`src/rtl/pc_sequencer_pkg.sv`:
```
// pc_sequencer_pkg: shared widths, reset PC, instruction length and FSM state encoding
package pc_sequencer_pkg;
   localparam int          CPU_WIDTH  = 32;
   localparam logic [31:0] RESET_PC   = 32'h8000_0000;
   localparam int          CNT_WIDTH  = 32;
   localparam int          INST_BYTES = 4;
   typedef enum logic [1:0] {
      PCS_BOOT = 2'd0,
      PCS_REQ  = 2'd1,
      PCS_EXEC = 2'd2
   } pcs_e;
endpackage

```
`src/rtl/pc_next_mux.sv`:
```
// pc_next_mux: priority next-PC select (trap > branch > jump > pc+4) with alignment mask and misalign detect
module pc_next_mux #(
   parameter int W = pc_sequencer_pkg::CPU_WIDTH
) (
   input  logic [W-1:0] pc,
   input  logic         trap,
   input  logic [W-1:0] trap_vec,
   input  logic         br_taken,
   input  logic [W-1:0] br_target,
   input  logic         jump,
   input  logic [W-1:0] jump_target,
   output logic [W-1:0] next_pc,
   output logic         misalign
);
   import pc_sequencer_pkg::*;
   logic [W-1:0] tgt;
   logic         redirect;
   always_comb begin
      redirect = trap | br_taken | jump;
      tgt      = trap ? trap_vec : br_taken ? br_target : jump_target;
      next_pc  = redirect ? {tgt[W-1:2], 2'b00} : pc + W'(INST_BYTES);
      misalign = redirect & (tgt[1:0] != 2'b00);
   end
endmodule

```
`src/rtl/pc_sequencer.sv`:
```
// pc_sequencer: PC stage with fetch request handshake, commit-driven next-PC, retired counter and sticky misalign flag
module pc_sequencer #(
   parameter int                    CPU_WIDTH = pc_sequencer_pkg::CPU_WIDTH,
   parameter logic [CPU_WIDTH-1:0]  RESET_PC  = pc_sequencer_pkg::RESET_PC,
   parameter int                    CNT_WIDTH = pc_sequencer_pkg::CNT_WIDTH
) (
   input  logic                 clk,
   input  logic                 rstn,
   output logic                 fetch_valid,
   input  logic                 fetch_ready,
   output logic [CPU_WIDTH-1:0] pc,
   input  logic                 commit_valid,
   output logic                 commit_ready,
   input  logic                 br_taken,
   input  logic [CPU_WIDTH-1:0] br_target,
   input  logic                 jump,
   input  logic [CPU_WIDTH-1:0] jump_target,
   input  logic                 trap,
   input  logic [CPU_WIDTH-1:0] trap_vec,
   output logic [CNT_WIDTH-1:0] inst_cnt,
   output logic                 misalign_err
);
   import pc_sequencer_pkg::*;
   pcs_e                 state_q, state_d;
   logic [CPU_WIDTH-1:0] pc_q, pc_d, next_pc;
   logic [CNT_WIDTH-1:0] cnt_q, cnt_d;
   logic                 err_q, err_d, misalign, commit;

   pc_next_mux #(.W(CPU_WIDTH)) u_mux (
      .pc          (pc_q),
      .trap        (trap),
      .trap_vec    (trap_vec),
      .br_taken    (br_taken),
      .br_target   (br_target),
      .jump        (jump),
      .jump_target (jump_target),
      .next_pc     (next_pc),
      .misalign    (misalign)
   );

   always_comb begin
      commit = (state_q == PCS_EXEC) & commit_valid;
      case (state_q)
         PCS_BOOT: state_d = PCS_REQ;
         PCS_REQ:  state_d = fetch_ready ? PCS_EXEC : PCS_REQ;
         PCS_EXEC: state_d = commit_valid ? PCS_REQ : PCS_EXEC;
         default:  state_d = PCS_REQ;
      endcase
      pc_d  = commit ? next_pc : pc_q;
      cnt_d = cnt_q + CNT_WIDTH'(commit);
      err_d = err_q | (commit & misalign);
   end

   always_ff @(posedge clk or negedge rstn) begin
      if (!rstn) begin
         state_q <= PCS_BOOT;
         pc_q    <= RESET_PC;
         cnt_q   <= '0;
         err_q   <= 1'b0;
      end else begin
         state_q <= state_d;
         pc_q    <= pc_d;
         cnt_q   <= cnt_d;
         err_q   <= err_d;
      end
   end

   assign fetch_valid  = state_q == PCS_REQ;
   assign commit_ready = state_q == PCS_EXEC;
   assign pc           = pc_q;
   assign inst_cnt     = cnt_q;
   assign misalign_err = err_q;
endmodule

```
`config.mk`:
```
export PLATFORM = sky130hd
export DESIGN_NAME = pc_sequencer
export DESIGN_NICKNAME = d
export VERILOG_FILES = /design/src/rtl/pc_sequencer_pkg.sv /design/src/rtl/pc_next_mux.sv /design/src/rtl/pc_sequencer.sv
export SDC_FILE = /design/constraint.sdc
export NUM_CORES = 1
export LEC_CHECK = 0
export BUFFER_PORTS_ARGS = -buffer_cell sky130_fd_sc_hd__buf_2
export CAP_MARGIN = 0
export CORE_UTILIZATION = 40
export DETAILED_ROUTE_END_ITERATION = 6
export PLACE_DENSITY = 0.76
export SYNTH_ARGS = -nofsm -noshare
export SYNTH_HDL_FRONTEND = slang
export SYNTH_SLANG_ARGS = --single-unit
```
`constraint.sdc`:
```
create_clock -name clk -period 2.8 [get_ports clk]
set_input_delay 0.84 -clock clk [delete_from_list [all_inputs] [get_ports clk]]
set_output_delay 0.84 -clock clk [all_outputs]
set_load 0.02 [all_outputs]
```
* Yosys cells after proc, flatten, opt, wreduce, memory -nomap -nowiden
Index checks and enable logic that the tools add are counted.
Storage, ports and cells: flip-flop bits (word level) 67, bits in latches 0, bits in writable memories 0, memory bits (read-only) 0, bits of input ports 103, output and inout port bits 67, word-level logic and storage cells 21, memories 0
Cells by class: add/subtract/negate cells 2, multipliers 0, divide/modulo/power cells 0, $lt $le $gt $ge 0, eq/ne operators 2, shift-type cells 0, multiplexer cells 6, bitwise logic cells 6, reduce and logical (&&, ||, !) cells 1
Operator list (count):
- two-way mux 32 bit | 3
- adder 32 x 1 -> 32 bit | 1
- adder 32 x 3 -> 32 bit, second input constant | 1
- two-way mux 2 bit | 2
- one-hot mux 2 bit (2 select lines) | 1
- bitwise AND 1 bit | 3
- bitwise OR 1 bit | 3
- == test 2 x 1 -> 1 bit, second input constant | 1
- == test 2 bit, second input constant | 1
- nonzero test 2 bit | 1

* Logic depth before layout (Yosys ltp)
depth after elaboration 6, depth in mapped cells 12, gate-level depth less buffers 11

* Modules after synthesis
A second synthesis with hierarchy kept.
Unflattened totals: cells, all modules 443, area, all modules 4261.6 um2
By module, submodules not included:
- pc_sequencer | instances 1, cells each 213, area each 2855.2 um2, seq. area each 1677.9 um2
- pc_next_mux | instances 1, cells each 230, area each 1406.3 um2, seq. area each 0.0 um2

* Worst setup path before layout
Ideal clock, no wire load.
path type in2reg, start point input commit_valid, end point register cnt_q[22], in the netlist inst_cnt[22], library setup time 0.130 ns, arrival 2.911 ns, data required time 2.670 ns, slack -0.241 ns, stages on the path 10, path buffers 1, cells stage by stage nand2_1 -> clkinv_1 -> clkbuf_1 -> ha_1 -> ha_1 -> and4_1 -> and4_1 -> nor2b_1 -> nand3_1 -> xnor2_1
Between the ends: longest elaborated chain between the ends 2
RTL lines:
- from (decl) | line pc_sequencer.sv:12 | input logic commit_valid,
- bitwise AND 1 bit | line pc_sequencer.sv:42 | commit = (state_q == PCS_EXEC) & commit_valid;
- named net commit | line pc_sequencer.sv:27 | logic err_q, err_d, misalign, commit;
- adder 32 x 1 -> 32 bit | line pc_sequencer.sv:50 | cnt_d = cnt_q + CNT_WIDTH'(commit);
- named net cnt_d[22] | line pc_sequencer.sv:26 | logic [CNT_WIDTH-1:0] cnt_q, cnt_d;
- to (signal assigned) | line pc_sequencer.sv:63 | cnt_q <= cnt_d;
- to (decl) | line pc_sequencer.sv:26
The timed path passes the listed nets, and every way through them passes these cells. A chain may end at the register's enable or synchronous reset.

* Worst setup path after layout
start point register state_q[0], end point register cnt_q[22], in the netlist inst_cnt[22]
Between the ends: longest elaborated chain between the ends 3
RTL lines:
- from (decl) | line pc_sequencer.sv:24 | pcs_e state_q, state_d;
- from (signal assigned) | line pc_sequencer.sv:61 | state_q <= state_d;
- == test 2 bit | line pc_sequencer.sv:42
- bitwise AND 1 bit | line pc_sequencer.sv:42
- adder 32 x 1 -> 32 bit | line pc_sequencer.sv:50
- named net cnt_d[22] | line pc_sequencer.sv:26
The timed path passes the listed nets, and every way through them passes these cells.

==> results.toml <==
[run_status]
status = "complete, no violations"

[synthesis]
ys_types = 50
yosys_warnings = 0
ys_ff_latch = 65
synth_flop_cell = "dfrtp_1"
synth.largest_area_cell = "dfrtp_1"
synth_area_leaders = "dfrtp_1 40%, o21ai_0 5.9%, xnor2_1 5.5%, nand2_1 4.9%, nand3_1 4.0%"
syn_area_per_cell_um2 = 8.70
netlist_instances = 456
seq_area_frac_synth_pct = 41.0
synth_most_common_cell = "dfrtp_1"
async_flop_share_pct = 100
synth_edf_count = 0
synth_area_um2 = 3970
synthTopCellsByCount = "64 x dfrtp_1, 52 x nand2_1, 47 x o21ai_0"
synth_top_area_share_pct = 40.4

[clocking]
numCtsBuffers = 9
cts_tree = "built"
ctsHoldBuffers = 0
cts.htree.levels = 3
cts_sinks = 65
cts_resized = 0
cts_root_buf = "clkbuf_8"
insertion_delay_ns = 0.35
clkSlewWorstSetupHoldPaths_ns = 0.08
clockBufferDepth = 2
post_cts_buffers = 0

[worst_setup_path]
crit_arrival_ns = 2.54
cp-end-kind = "register"
required_ns = 3.03
reg2reg_slack_ns = 0.49
r2r_end = "inst_cnt[22]"
critPathBufInv = 2
crit_slowest_cell = "dfrtp_1"
setup.worst_path.class = "register to register"
slowest_delay_ns = 0.39
critPathTopFamily = "simple AND/OR/NAND/NOR gates"
worstPathCellList = "inv_1 -> ha_1 -> nand2_1 -> clkinv_1 -> ha_1 -> ha_1 -> and4_1 -> and4_1 -> nor2b_4 -> nand3_1 -> xnor2_1"
cpMostUsedCell = "ha_1"
crit_cells = 11
r2r_start = "state_q[0]"
start_kind = "register"
rr_worst_depth = 11
worstPathMaxFanout = 6

[die]
ios = 170
start_util_pct = 42.1
die_w_um = 102
dieArea_um2 = 10300
core_area_um2 = 9420
die_h_um = 102
rows = 35

[pwr]
cellLeakagePower_uw = 0.00252
irDropWorstVdd_mv = 0.278
power.density_nw_per_um2 = 736

[finish]
design_area_um2 = 5220
nNetsFinal = 729
synthToLayoutAreaGrowth_pct = 31.7
diodes = 0
layout-drive-gt1-share_pct = 32.8

[route]
vias = 4247
drtIter0Drc = 214
ant_nets = 0
dr.pass1.iters = 5
drc = 0
drt_wl_total_um = 12200
avgViaCountPerCell = 5.63
wl_per_cell_um = 16.2

[placement]
postPlaceCellArea_um2 = 4970
port_buffers = 167
dpl.hpwl_um = 9340
gp_congestion = 0.838

[sta]
setup_viol = 0
min_period_over_period_pct = 82.5
tightest_slew_ns = 0.630
fmax_ghz = 0.433
rsz0062_at_grt = "no"
fin_skew_ns = 0.0147
fin_crit_ns = 2.31
slew_headroom_pct = 57.7
setup-tns-final_ns = 0
hold_viol_final = 0
drv_slew = 0

[grt]
top_usage_layer = "met2"
antenna_found_initial = 0
grt_max_degree = 58
use_met2_pct = 42.7
grt_usage_pct = 24.3
grt_pass1_wl_um = 19400
grt_pass1_vias = 4076
overflow = 0
gr-usage-met1_pct = 30.0
grtUsageMet3_pct = 3.38

[worst_hold_path]
hp-class = "primary input to asynchronous set/reset pin"

[job]
maxCapViolations = 0
==> layout by cell type (no fill, tap or decap), drive strengths merged, types with 2 or more instances in the layout <==
cell	count
a221o	3
dfrtp	64
mux2i	6
a32oi	7
o31ai	3
nand3	32
and2	3
buf	180
a211oi	2
o22a	3
nor2	18
a22oi	13
xor2	5
ha	6
nor4	3
nand2	52
a21oi	25
a2bb2oi	3
a31oi	9
bufinv	3
and4	11
nor3	11
and3	11
nand2b	2
or4	6
xnor2	25
o211ai	6
clkbuf	9
o22ai	9
conb	2
inv	12
nor2b	3
o21ai	47
nand4	17
clkinv	4
==> how the worst max path moves through the flow <==
stage	from	to	slack [ns]
2_1_floorplan	commit_valid	inst_cnt[22]	0.03
3_3_place_gp	commit_valid	inst_cnt[22]	0.21
3_5_place_dp	commit_valid	inst_cnt[22]	0.18
4_1_cts	state_q[0]	inst_cnt[22]	0.44
5_1_grt	state_q[0]	inst_cnt[22]	0.28
6_report	state_q[0]	inst_cnt[22]	0.49
==> state kept, by name, summed over array words and instances (netlist names) <==
| signal | flops |
|---|---|
| pc | 30 |
| state_q | 2 |
| misalign_err | 1 |
| inst_cnt | 32 |
==> report_power, final <==
group | total [uW] | leakage (uW) | internal (uW) | switching (uW)
clock | 1000 | 0.000124 | 601 | 401
sequential | 1540 | 0.000831 | 1180 | 359
combinational | 1300 | 0.00156 | 485 | 814
==> per-layer routing <==
layer	part of all wire (%)	routed length (um)	vias to the layer above
li1	-	-	2037
met1	41	4950	1991
met2	50	6140	198
met3	7.1	864	21
met4	2.0	239	0
met5	0	0	-
==> cells by family (layout without fill, tap and decap cells) <==
kind of cell	Yosys count	in the layout	share of synthesized area, %
AOI/OAI and AO/OA	138	138	21.9
xor gates and xnor gates	30	30	6.62
adders and majority gates	6	6	1.89
buffers and inverters	40	208	4.04
DFF	65	65	41.0
muxes	6	6	1.51
other	1	2	0.0945
and+or+nand+nor	170	170	22.9
==> cell type report <==
cell class,count,area [um2]
Timing Repair Buffer,180,946
Clock buffer,9,124
Tap cell,129,161
Fill cell,852,4190
Inverter,12,45.0
Multi-Input combinational cell,352,2190
Sequential cell,65,1630
Clock inverter,7,125
==> stage by stage <==
stage          power (uW)  setup slack (ns)  instances  hold WS (ns)  utilization [%]
2_1_floorplan        2300            0.0332        457         0.533                -
3_3_place_gp         2810             0.213        738         0.453             52.8
3_5_place_dp         2850             0.184        738         0.470             52.8
4_1_cts              3850             0.439        754         0.329             55.5
5_1_grt              4060             0.282        754         0.341             55.5
6_report             3840             0.489        754         0.333             55.5
(Power assumes the default switching activity.)
